--- src/rtl/operand_loader_if.sv ---
// Byte stream from the upstream producer into operand_loader.
// The producer drives valid/data/mode; the loader answers with ready.
interface operand_loader_if;
  logic       in_valid;
  logic [7:0] in_data;
  logic       in_mode;
  logic       in_ready;

  modport master (
    output in_valid,
    output in_data,
    output in_mode,
    input  in_ready
  );

  modport slave (
    input  in_valid,
    input  in_data,
    input  in_mode,
    output in_ready
  );
endinterface

--- src/rtl/operand_loader.sv ---
// Gathers four operand bytes plus a mode bit, kicks the add/subtract control
// FSM with a multi-cycle start, waits for done (or a timeout), then clears it.
module operand_loader #(
  parameter int START_CYCLES = 2,
  parameter int TIMEOUT      = 64
) (
  input  logic                clock,
  input  logic                reset,
  operand_loader_if.slave     in_if,
  output logic [7:0]          A,
  output logic [7:0]          B,
  output logic [7:0]          C,
  output logic [7:0]          D,
  output logic                mode,
  output logic                start,
  input  logic                done,
  output logic                ctl_reset,
  output logic                op_done,
  output logic                err
);

  localparam int SCW = (START_CYCLES < 2) ? 1 : $clog2(START_CYCLES + 1);
  localparam int WCW = (TIMEOUT < 2) ? 1 : $clog2(TIMEOUT + 1);

  localparam logic [1:0] S_COLLECT = 2'd0;
  localparam logic [1:0] S_START   = 2'd1;
  localparam logic [1:0] S_WAIT    = 2'd2;
  localparam logic [1:0] S_CLEAR   = 2'd3;

  logic [1:0]     state;
  logic [1:0]     byte_cnt;
  logic [SCW-1:0] start_cnt;
  logic [WCW-1:0] wait_cnt;
  logic           accept;
  logic           wait_expired;

  assign in_if.in_ready = (state == S_COLLECT) && !reset;
  assign ctl_reset      = reset || (state == S_CLEAR);
  assign accept         = in_if.in_valid && in_if.in_ready;
  // Expiry is judged on the value the counter would take this cycle, so CLEAR lands on w+TIMEOUT.
  assign wait_expired   = (wait_cnt == WCW'(TIMEOUT - 1));

  always_ff @(posedge clock) begin
    if (reset) begin
      state     <= S_COLLECT;
      byte_cnt  <= 2'd0;
      start_cnt <= '0;
      wait_cnt  <= '0;
      A         <= 8'h00;
      B         <= 8'h00;
      C         <= 8'h00;
      D         <= 8'h00;
      mode      <= 1'b0;
      start     <= 1'b0;
      op_done   <= 1'b0;
      err       <= 1'b0;
    end else begin
      op_done <= 1'b0;
      case (state)
        S_COLLECT: begin
          if (accept) begin
            case (byte_cnt)
              2'd0: begin
                A    <= in_if.in_data;
                mode <= in_if.in_mode;
              end
              2'd1:    B <= in_if.in_data;
              2'd2:    C <= in_if.in_data;
              default: D <= in_if.in_data;
            endcase
            byte_cnt <= byte_cnt + 2'd1;
            if (byte_cnt == 2'd3) begin
              state     <= S_START;
              start     <= 1'b1;
              start_cnt <= SCW'(START_CYCLES);
            end
          end
        end

        S_START: begin
          if (start_cnt == SCW'(1)) begin
            start    <= 1'b0;
            wait_cnt <= '0;
            state    <= S_WAIT;
          end else begin
            start_cnt <= start_cnt - SCW'(1);
          end
        end

        S_WAIT: begin
          // done takes priority over a timeout that expires in the same cycle.
          if (done) begin
            op_done <= 1'b1;
            state   <= S_CLEAR;
          end else if (wait_expired) begin
            err   <= 1'b1;
            state <= S_CLEAR;
          end else begin
            wait_cnt <= wait_cnt + WCW'(1);
          end
        end

        S_CLEAR: begin
          state <= S_COLLECT;
        end

        default: begin
          state <= S_COLLECT;
        end
      endcase
    end
  end

endmodule

--- src/flat_wrapper.sv ---
// flat-port wrapper written by rule: the top's interface ports become plain ports
module operand_loader_flat 
#(
  parameter int START_CYCLES = 2,
  parameter int TIMEOUT      = 64
)
  (clock, reset, A, B, C, D, mode, start, done, ctl_reset, op_done, err, in_if_in_valid, in_if_in_data, in_if_in_mode, in_if_in_ready);
  operand_loader_if in_if_i ();
  input  logic clock;
  input  logic reset;
  output logic [7:0] A;
  output logic [7:0] B;
  output logic [7:0] C;
  output logic [7:0] D;
  output logic mode;
  output logic start;
  input  logic done;
  output logic ctl_reset;
  output logic op_done;
  output logic err;
  input wire logic [$bits(in_if_i.in_valid)-1:0] in_if_in_valid;
  input wire logic [$bits(in_if_i.in_data)-1:0] in_if_in_data;
  input wire logic [$bits(in_if_i.in_mode)-1:0] in_if_in_mode;
  output wire logic [$bits(in_if_i.in_ready)-1:0] in_if_in_ready;
  assign in_if_i.in_valid = in_if_in_valid;
  assign in_if_i.in_data = in_if_in_data;
  assign in_if_i.in_mode = in_if_in_mode;
  assign in_if_in_ready = in_if_i.in_ready;
  operand_loader #(.START_CYCLES(START_CYCLES), .TIMEOUT(TIMEOUT)) u_core (.clock(clock), .reset(reset), .in_if(in_if_i), .A(A), .B(B), .C(C), .D(D), .mode(mode), .start(start), .done(done), .ctl_reset(ctl_reset), .op_done(op_done), .err(err));
endmodule
--- config.mk ---
export PLATFORM = sky130hd
export DESIGN_NAME = operand_loader_flat
export DESIGN_NICKNAME = d
export VERILOG_FILES = /design/src/rtl/operand_loader_if.sv /design/src/rtl/operand_loader.sv /design/src/flat_wrapper.sv
export SDC_FILE = /design/constraint.sdc
export NUM_CORES = 1
export LEC_CHECK = 0
export ABC_CLOCK_PERIOD_IN_PS = 1800
export CELL_PAD_IN_SITES_DETAIL_PLACEMENT = 1
export CELL_PAD_IN_SITES_GLOBAL_PLACEMENT = 1
export CORE_MARGIN = 5
export CORE_UTILIZATION = 30
export CTS_CLUSTER_SIZE = 25
export DETAILED_ROUTE_END_ITERATION = 10
export PLACE_DENSITY_LB_ADDON = 0.08
export SYNTH_ARGS = -nofsm -noshare
export SYNTH_HDL_FRONTEND = slang
export SYNTH_SLANG_ARGS = --single-unit
--- constraint.sdc ---
create_clock -name clock -period 1.8 [get_ports clock]
set_input_delay 0.36 -clock clock [delete_from_list [all_inputs] [get_ports clock]]
set_output_delay 0.36 -clock clock [all_outputs]
set_load 0.01 [all_outputs]
# [After elaboration in Yosys (flattened, before gate mapping)]
# Index checks and enable logic that the tools add are counted.
[word_totals] reg_bits=49 in_bits=13 output_inout_bits=38 elab_cells=72
[classes] addsub=3 eq_ne=15 n_mux=19 bitwise_logic=3 n_reduce_logical=20
[ops] operator="$mux W7" n=3
[ops] operator="$mux W2" n=8
[ops] operator="$reduce_and A4 Y1" n=4
[ops] operator="$reduce_and A3 Y1" n=5
[ops] operator="$pmux W7 S2" n=1
[ops] operator="$eq A2 B2 Y1 const B" n=4
[ops] operator="$ne A2 B2 Y1 const B" n=4
[ops] operator="$pmux W2 S4" n=1
[ops] operator="$add A7 B1 Y7 const B" n=1
[ops] operator="$eq A7 B6 Y1 const B" n=1
[ops] operator="$eq A2 B1 Y1 const B" n=3
[ops] operator="$logic_not A2 Y1" n=2
[ops] operator="$mux W1" n=4
[ops] operator="$ne A2 B1 Y1 const B" n=2
[ops] operator="$pmux W2 S2" n=1
[ops] operator="$reduce_bool A2 Y1" n=2
[ops] operator="$ne A3 B2 Y1 const B" n=1
[ops] operator="$not A1 Y1" n=3
[ops] operator="$reduce_or A3 Y1" n=1
[ops] operator="$add A2 B1 Y2 const B" n=1
[ops] operator="$logic_and A1 B1 Y1" n=2
[ops] operator="$pmux W1 S2" n=1
[ops] operator="$reduce_and A2 Y1" n=1
[ops] operator="$reduce_or A2 Y1" n=1
[ops] operator="3 further kinds" n=3

# [Depth between registers and ports, before layout]
# Gate-level depths: netlist of the first run.
[logic_depth] word_depth=5 mapped_depth=8 ltp_nobuf=6

# [Least setup slack after synthesis of the first run]
# No wires, ideal clock.
[synth_timing] path_kind="register -> register" startpoint="register u_core.state[0]" endpoint="register u_core.state[0]" setup_time_ns=0.116 arrival_ns=1.564 t_required_ns=1.684 setup_slack_ns=0.120 stages_incl_launch_ff=7 path_buffers=0 period_less_slack_ns=1.680 path_cell_list="dfxtp_1 inv_1 ha_1 nand4b_4 and2_4 or4_1 o211a_1"
[synth_between] elab_chain_cells=5 word_cells_on_any_way=12 cone_classes="eq/ne (7); mux (1); reduce/logical (4)"
[synth_rtl] element="start, declared" line="operand_loader.sv:30" rtl="logic [1:0] state;"
[synth_rtl] element="start signal, assigned" line="operand_loader.sv:45" rtl="state <= S_COLLECT;"
[synth_rtl] element="start signal, assigned" line="operand_loader.sv:73" rtl="state <= S_START;"
[synth_rtl] element="start signal, assigned" line="operand_loader.sv:84" rtl="state <= S_WAIT;"
[synth_rtl] element="$logic_not A2 Y1" line="operand_loader.sv:37, operand_loader.sv:59"
[synth_rtl] element="$logic_and A1 B1 Y1" line="operand_loader.sv:37" rtl="assign in_if.in_ready = (state == S_COLLECT) && !reset;"
[synth_rtl] element="$logic_and A1 B1 Y1" line="operand_loader.sv:39" rtl="assign accept = in_if.in_valid && in_if.in_ready;"
[synth_rtl] element="$ne A2 B1 Y1 (no source line)"
[synth_rtl] element="$reduce_and A4 Y1 (no source line)"
# Parallel ways exist; a longest one is shown, timed or not.
# A chain may end at the register's enable or synchronous reset.

# [Worst setup path after layout of the first run]
[layout_timing] startpoint="register u_core.state[0]" endpoint="output port in_if_in_ready"
[layout_between] elab_chain_cells=2
[layout_rtl] element="$logic_not A2 Y1" line="operand_loader.sv:37"
[layout_rtl] element="$logic_and A1 B1 Y1" line="operand_loader.sv:37"
[layout_rtl] element="end, declared" line="flat_wrapper.sv:24" rtl="output wire logic [$bits(in_if_i.in_ready)-1:0] in_if_in_ready;"
# Every way passes these cells.

==> out/results.md, run 1 <==
| Result | Reported |
|:---|:---|
| Drt wl/cell | 14.3 µm |
| Cell Area, Placed | 2870 µm² |
| Cell at the slowest stage of the critical path | dfxtp_1 |
| Number of clock buffers inserted by TritonCTS | 5 |
| Leakage | 0.00110 µW |
| Final setup violating endpoints | 0 |
| Post-Syn Nets | 279 |
| Die height | 93.7 µm |
| Critical Path AT | 1370 ps |
| Tightest Pin Transition | 288 ps |
| Final slew viol count | 0 |
| Gp weighted congestion | 0.732 |
| Number of maximum-capacitance constraint violations | 0 |
| Total via count in the routed design | 1964 |
| RSZ-0062 raised after global routing | no |
| XOR/XNOR share of the synthesized area | 0.00417 |
| First-pass GRT wire length | 10100 µm |
| Die Outline Area | 8780 µm² |
| Global routing usage summed across all routing layers | 0.145 |
| Post-CTS clock slew at the launch and capture registers of the worst setup and hold paths | 90 ps |
| Number of warnings printed during yosys synthesis | 0 |
| Number of I/O port buffers | 50 |
| Total core area | 6790 µm² |
| Highest ir drop seen on vdd | 0.399 mV |
| Required @ worst endpoint | 1440 ps |
| Count of flip-flops with a built-in enable after synthesis | 0 |
| Async set or reset register ratio after synthesis | 0 |
| Area added between synthesis and finish | 41.2% |
| Stage delay of the slowest cell on the critical path | 340 ps |
| Main combinational cell family by area after synthesis | simple AND/OR/NAND/NOR gates |
| Netlist cell types | 37 |
| Largest net degree at the start of global routing | 24 |
| Detailed-route DRC error count | 0 |
| Sum of net half-perimeters after detailed placement | 4420 µm |
| Post-synthesis simple-gate area fraction | 0.264 |
| Starting density of the core | 0.309 |
| Clock Sink Count | 49 |
| CTS Root Buffer Type | clkbuf_8 |
| Hold Violations, Final | 0 |
| Areal power density over the cells | 932 nW/µm² |
| Met1 Use GR | 0.174 |
| Tmin final | 1730 ps |
| Gate count after technology mapping | 255 |
| Hold Path Class | reg -> reg |
| Vias in the first global route | 2079 |
| Final instance area | 2970 µm² |
| Worst hold slack after final layout | 431 ps |
| Clk_skew | 5.86 ps |
| Antenna cells | 0 |
| Antenna violation net count after detailed routing | 0 |
| Type of element launching the critical path | flip-flop |
| Number of H-tree levels | 2 |
| Most used routing layer in global routing | met2 |
| Worst-path maximum fanout | 3 |
| Total I/O pin count | 51 |
| Clock tree from TritonCTS | yes |
| Complex-gate fraction of the synthesized area | 0.148 |
| Post-CTS Hold Buffers | 0 |
| Maximum root-to-sink buffer count | 2 |
| Sequential cell area fraction in the yosys report | 0.467 |
| Post-synthesis cell area | 2100 µm² |
| Site Rows | 30 |
| Net count, final | 348 |
| Buf/Inv on CP | 2 |
| Antenna violations before repair | 0 |
| Number of search-and-repair iterations in the first detailed-routing pass | 4 |
| Synthesized area per cell | 8.24 µm² |
| Critical path endpoint category | output port |
| CP delay by family, top | buffers and inverters |
| Global-route track usage on met3 | 0.0296 |
| Initial DRC Count | 37 |
| Global Route met2 Usage | 0.267 |
| Portion of netlist area occupied by mux cells | 0.00952 |
| Die span in x | 93.7 µm |
| Adder-cell share of the synthesized area | 0.0655 |
| Clock latency of the later-clocked register in the worst-skew pair | 300 ps |
| CP Cell Sequence | inv_1 > ha_1 > nor2b_2 > dlygate4sd2_1 |
| FMAX | 580 MHz |
| Critical setup path kind | reg -> out |
| Relative max-transition margin | 0.807 |
| FF+latch count, synth | 49 |
| Leading register cell type out of synthesis | dfxtp_1 |
| Global route total overflow | 0 |
| Result of the run | finished, final reports clean |
| Wirelength, routed | 6000 µm |
| Final Cycle Share | 0.958 |
| Fraction of layout cells with a size suffix above 1 | 0.127 |
| Via/cell ratio | 4.68 |
==> per-stage QoR <==
step | setup WS (ps) | util | setup TNS [ps] | instances | total power [µW]
global placement | -174 | 0.422 | -3320 | 413 | 2100
finish | 74.8 | 0.437 | 0 | 420 | 2770
CTS | 13.3 | 0.434 | 0 | 420 | 2800
global route | 15.0 | 0.437 | 0 | 420 | 2960
floorplan | 120 | - | 0 | 255 | 1680
detailed placement | -175 | 0.422 | -3630 | 413 | 2120
==> power by group <==
group          leakage, µW  total (µW)  internal (µW)  switching [µW]
Combinational     0.000660         856            440             415
Clock            0.0000433         690            305             385
Sequential        0.000397        1220           1170            52.5
Total              0.00110        2770           1910             853
==> per-layer routing <==
layer / part of all wire / up-vias
li1: - / 993
met1: 0.44 / 932
met2: 0.51 / 35
met3: 0.038 / 4
met4: 0.0085 / 0
met5: 0 / -
==> registers in the layout, summed over array words and instances, names as in the netlist <==
name,cells
u_core.wait_cnt,7
u_core.err,1
u_core.op_done,1
u_core.state,2
u_core.A,8
u_core.byte_cnt,2
u_core.B,8
u_core.mode,1
u_core.D,8
u_core.C,8
u_core.start,1
u_core.start_cnt,2
==> worst register-to-register path, cell delays in order, from the launching register on <==
cell,delay [ps]
dfxtp_1,320
inv_1,90
ha_1,180
nor2b_1,280
o211ai_4,180
or3_1,380
a31oi_1,200
==> final timing paths <==
| check | startpoint | endpoint | slack (ps) | cells past startpoint |
|---|---|---|---|---|
| min reg2reg | u_core.wait_cnt[6]$_SDFFE_PP0P_ | u_core.wait_cnt[6]$_SDFFE_PP0P_ | 430 | 2 |
| min | u_core.wait_cnt[6]$_SDFFE_PP0P_ | u_core.wait_cnt[6]$_SDFFE_PP0P_ | 430 | 2 |
| max | u_core.state[0]$_SDFFE_PP0P_ | in_if_in_ready | 70 | 4 |
| max reg2reg | u_core.state[0]$_SDFFE_PP0P_ | u_core.wait_cnt[2]$_SDFFE_PP0P_ | 90 | 6 |
==> kinds of logic (layout without fill, tap and decap cells) <==
group,Yosys count,after routing
flops,49,49
buf+inv,19,88
simple gates,118,118
compound gates,55,55
mux,2,2
xor+xnor,1,1
fa+ha+maj,11,11
==> synth_stat cells (all sizes together), types with 3 or more instances <==
cell	count	area [µm²]
buf	7	43.8
nand3b	3	22.5
or2	3	18.8
ha	11	138
inv	6	22.5
nor2b	3	18.8
clkbuf	5	18.8
a31oi	4	25.0
dfxtp	49	981
o21ai	3	15.0
or3	4	25.0
nand2	78	293
and3	5	31.3
a21oi	39	195
nand3	13	65.1
==> repair_timing <==
action,CTS,global route
endpoints found under the setup margin,2,14
gates resized for setup,6,5
setup buffers,0,0
==> area by class of cell <==
type / count / area, µm²
multi-input cells: 187 / 1040
clock buffers: 6 / 82.6
inverters: 7 / 26.3
repair buffers: 74 / 703
clock inverters: 1 / 7.51
fillers: 832 / 3830
flip-flops and latches: 49 / 985
well taps: 96 / 120
==> placed cells by master, fill, tap and decap left out, drive strengths merged <==
master	count
nand2	78
dfxtp	49
clkdlybuf4s50	48
a21oi	39
buf	25
nand3	13
ha	11
clkbuf	6
inv	6
and3	5
or3	4
a31oi	4
or2	3
nand3b	3
o21ai	3
nor2b	3
o21a	2
mux2i	2
nand4b	1
nand2b	1
o211ai	1
a211oi	1
xnor2	1
nor2	1
and2	1
nor3	1
or4	1
clkinv	1
o211a	1
o21bai	1
o22ai	1
and2b	1
o31ai	1
o32ai	1
nand4bb	1
nor3b	1
clkinvlp	1
dlygate4sd2	1
No activity file was read; power rests on OpenSTA's default activity.
==> run 2, diff against run 1 <==
CAP_MARGIN = 20   (was not set)
CTS_CLUSTER_SIZE = not set   (was 25)
==> results of run 2 <==
Same layout as run 1: the final DEF is identical, and so are final timing and power.
==> edit, RTL diff (settings of run 1) <==
`TIMEOUT` is set to 64 in 2 places; all go to 128.
--- a/src/rtl/operand_loader.sv
+++ b/src/rtl/operand_loader.sv
@@ -3,5 +3,5 @@
 module operand_loader #(
   parameter int START_CYCLES = 2,
-  parameter int TIMEOUT      = 64
+  parameter int TIMEOUT      = 128
 ) (
   input  logic                clock,
--- a/src/flat_wrapper.sv
+++ b/src/flat_wrapper.sv
@@ -3,5 +3,5 @@
 #(
   parameter int START_CYCLES = 2,
-  parameter int TIMEOUT      = 64
+  parameter int TIMEOUT      = 128
 )
   (clock, reset, A, B, C, D, mode, start, done, ctl_reset, op_done, err, in_if_in_valid, in_if_in_data, in_if_in_mode, in_if_in_ready);
Behaviour: no difference found for any inputs over 10 cycles, from zero or initial values and one cycle with reset high; that may be too few to reach the edited logic, so the function may still have changed.
==> edit against run 1 <==
Cell area up 3.8%; wire length up 5.9%; combinational power up 7.0%; area after synthesis up 4.8%; sequential cell count up 1; synthesized cell count up 6.3%; setup slack better by 0.0052 ns; first-iteration DRC count up 49%; total power up 8.0%; critical path type unchanged; largest cell class unchanged.
==> edit: results (changes against run 1) <==
| Step | Result | This run | Delta |
|:---|:---|:---|:---|
| status | Status | complete, no violations |  |
| final layout | Antenna Diode Count | 0 | unchanged |
| routing | Via Count | 2056 | +4.7% |
| routing | DRT Wirelength | 6350 um | +5.9% |
| critical path | Worst Reg2Reg Path Length in Cells | 5 | -1 |
| critical path | Crit path max fanout | 2 | -1 |
| grt | Pin count of the biggest net entering global routing | 29 | +21% |
| grt | Wire length of the first global-routing pass | 10200 um | +1.2% |
| timing | Worst Hold Slack | 0.457 ns | +0.0255 ns |
| logic synthesis | Most frequent cells after synthesis | sky130_fd_sc_hd__nand2_1 (74), sky130_fd_sc_hd__dfxtp_1 (50), sky130_fd_sc_hd__a21oi_1 (44) |  |
| placed design | Half-perimeter wire length after placement | 4790 um | +8.3% |
| final layout | Fraction of layout cells with a size suffix above 1 | 14.2% | +1.6 points |
| final layout | Area taken by multi-input logic gates | 0.00113 mm2 | +8.6% |
| worst hold path | Worst min path class | reg2reg |  |
| grt | Global router's overall resource usage | 14.4% | -0.13 points |
| worst hold path | Hold wc startpoint | u_core.C[5] |  |
| critical path | RR Endpoint | u_core.wait_cnt[6] |  |
| timing | Worst setup skew after layout | 0.00932 ns | +0.00345 ns |
| final layout | Total Nets Final | 360 | +3.4% |
| final layout | Number of filler instances in the final layout | 899 | +8.1% |
| placed design | Placed standard-cell area | 0.00294 mm2 | +2.8% |
| routing | Number of design-rule violations left by the first detailed-router iteration | 55 | +49% |
| pwr | Peak VDD IR | 0.582 mV | +46% |
| critical path | Family with the most delay on the worst path | flip-flops |  |
| logic synthesis | Cell types occupying the most area after synthesis | sky130_fd_sc_hd__dfxtp_1 (45%), sky130_fd_sc_hd__nand2_1 (13%), sky130_fd_sc_hd__a21oi_1 (10%) |  |
| placed design | Gp weighted congestion | 0.746 | +1.8% |
| logic synthesis | Sequential-to-total area share from yosys stat | 45.4% | -1.2 points |
| logic synthesis | Synthesized netlist net count | 295 | +5.7% |
| worst hold path | Worst hold path endpoint | u_core.C[5] |  |
| critical path | Reg2reg setup slack | 0.13 ns | +0.04 ns |
| pwr | Standby leakage power | 1.13 nW | +2.3% |
| logic synthesis | Cell variety after synth | 38 | +2.7% |
| timing | Slew @ Worst Pin | 0.349 ns | +0.0609 ns |
| pwr | Net switching fraction of the power | 31.6% | +0.73 points |
| critical path | Slowest cell on the critical path | sky130_fd_sc_hd__dfxtp_2 |  |
| placed design | Pre-CTS setup slack | -0.0357 ns | +0.139 ns |
| routing | Drt first pass iters | 4 | unchanged |
## edit: layout make-up
class                   count  area share (%)
clock buffers               5            2.23
well taps                  99            4.02
repair buffers             74            22.1
flip-flops and latches     50            32.5
clock inverters             3            1.42
multi-input cells         198            36.8
inverters                   7           0.853
## edit: power groups by stage
stage	Sequential (W)	Clock (W)	Combinational, W
3_3_place_gp	0.00128	0	0.000881
2_1_floorplan	0.00130	0	0.000460
6_report	0.00126	0.000816	0.000916
5_1_grt	0.00127	0.000883	0.00102
4_1_cts	0.00126	0.000843	0.000895
3_5_place_dp	0.00128	0	0.000893
## edit: cell families after synthesis
logic type	count (synthesis)	synth area share [%]
buf+inv	23	4.43
xor+xnor	1	0.398
simple gates	120	25.8
flops	50	45.4
fa+ha+maj	11	6.25
compound gates	66	17.7
## edit: metal layers
| metal | track usage [%] | vias up | share of wire (%) |
|---|---|---|---|
| met3 | 2.81 | 6 | 3.4 |
| met1 | 19.5 | 968 | 49 |
| li1 | - | 1052 | - |
| met5 | 0 | - | 0 |
| met4 | 3.91 | 0 | 1.0 |
| met2 | 23.4 | 30 | 47 |
## edit: worst max path at each step
stage / start / endpoint / slack, ns / depth (start not counted)
after global routing: u_core.state[0] / u_core.wait_cnt[5] / 0.006 / 7
after global placement: done / u_core.wait_cnt[4] / -0.004 / 5
after floorplan: u_core.state[0] / u_core.start / 0.26 / 8
after detailed placement: done / u_core.wait_cnt[4] / -0.04 / 5
after CTS: u_core.state[0] / u_core.wait_cnt[4] / 0.04 / 7
final: u_core.state[1] / ctl_reset / 0.08 / 4
## edit: metrics by stage
stage	setup TNS [ns]	std cells
2_1_floorplan	0	271
3_3_place_gp	-0.00381	428
3_5_place_dp	-0.122	428
4_1_cts	0	436
5_1_grt	0	436
6_report	0	436
## edit: worst min-delay path: cells and delay by family, from the launching register on
kind / cells / cell delay, ns
flops: 1 / 0.32
simple gates: 1 / 0.05
compound gates: 1 / 0.05
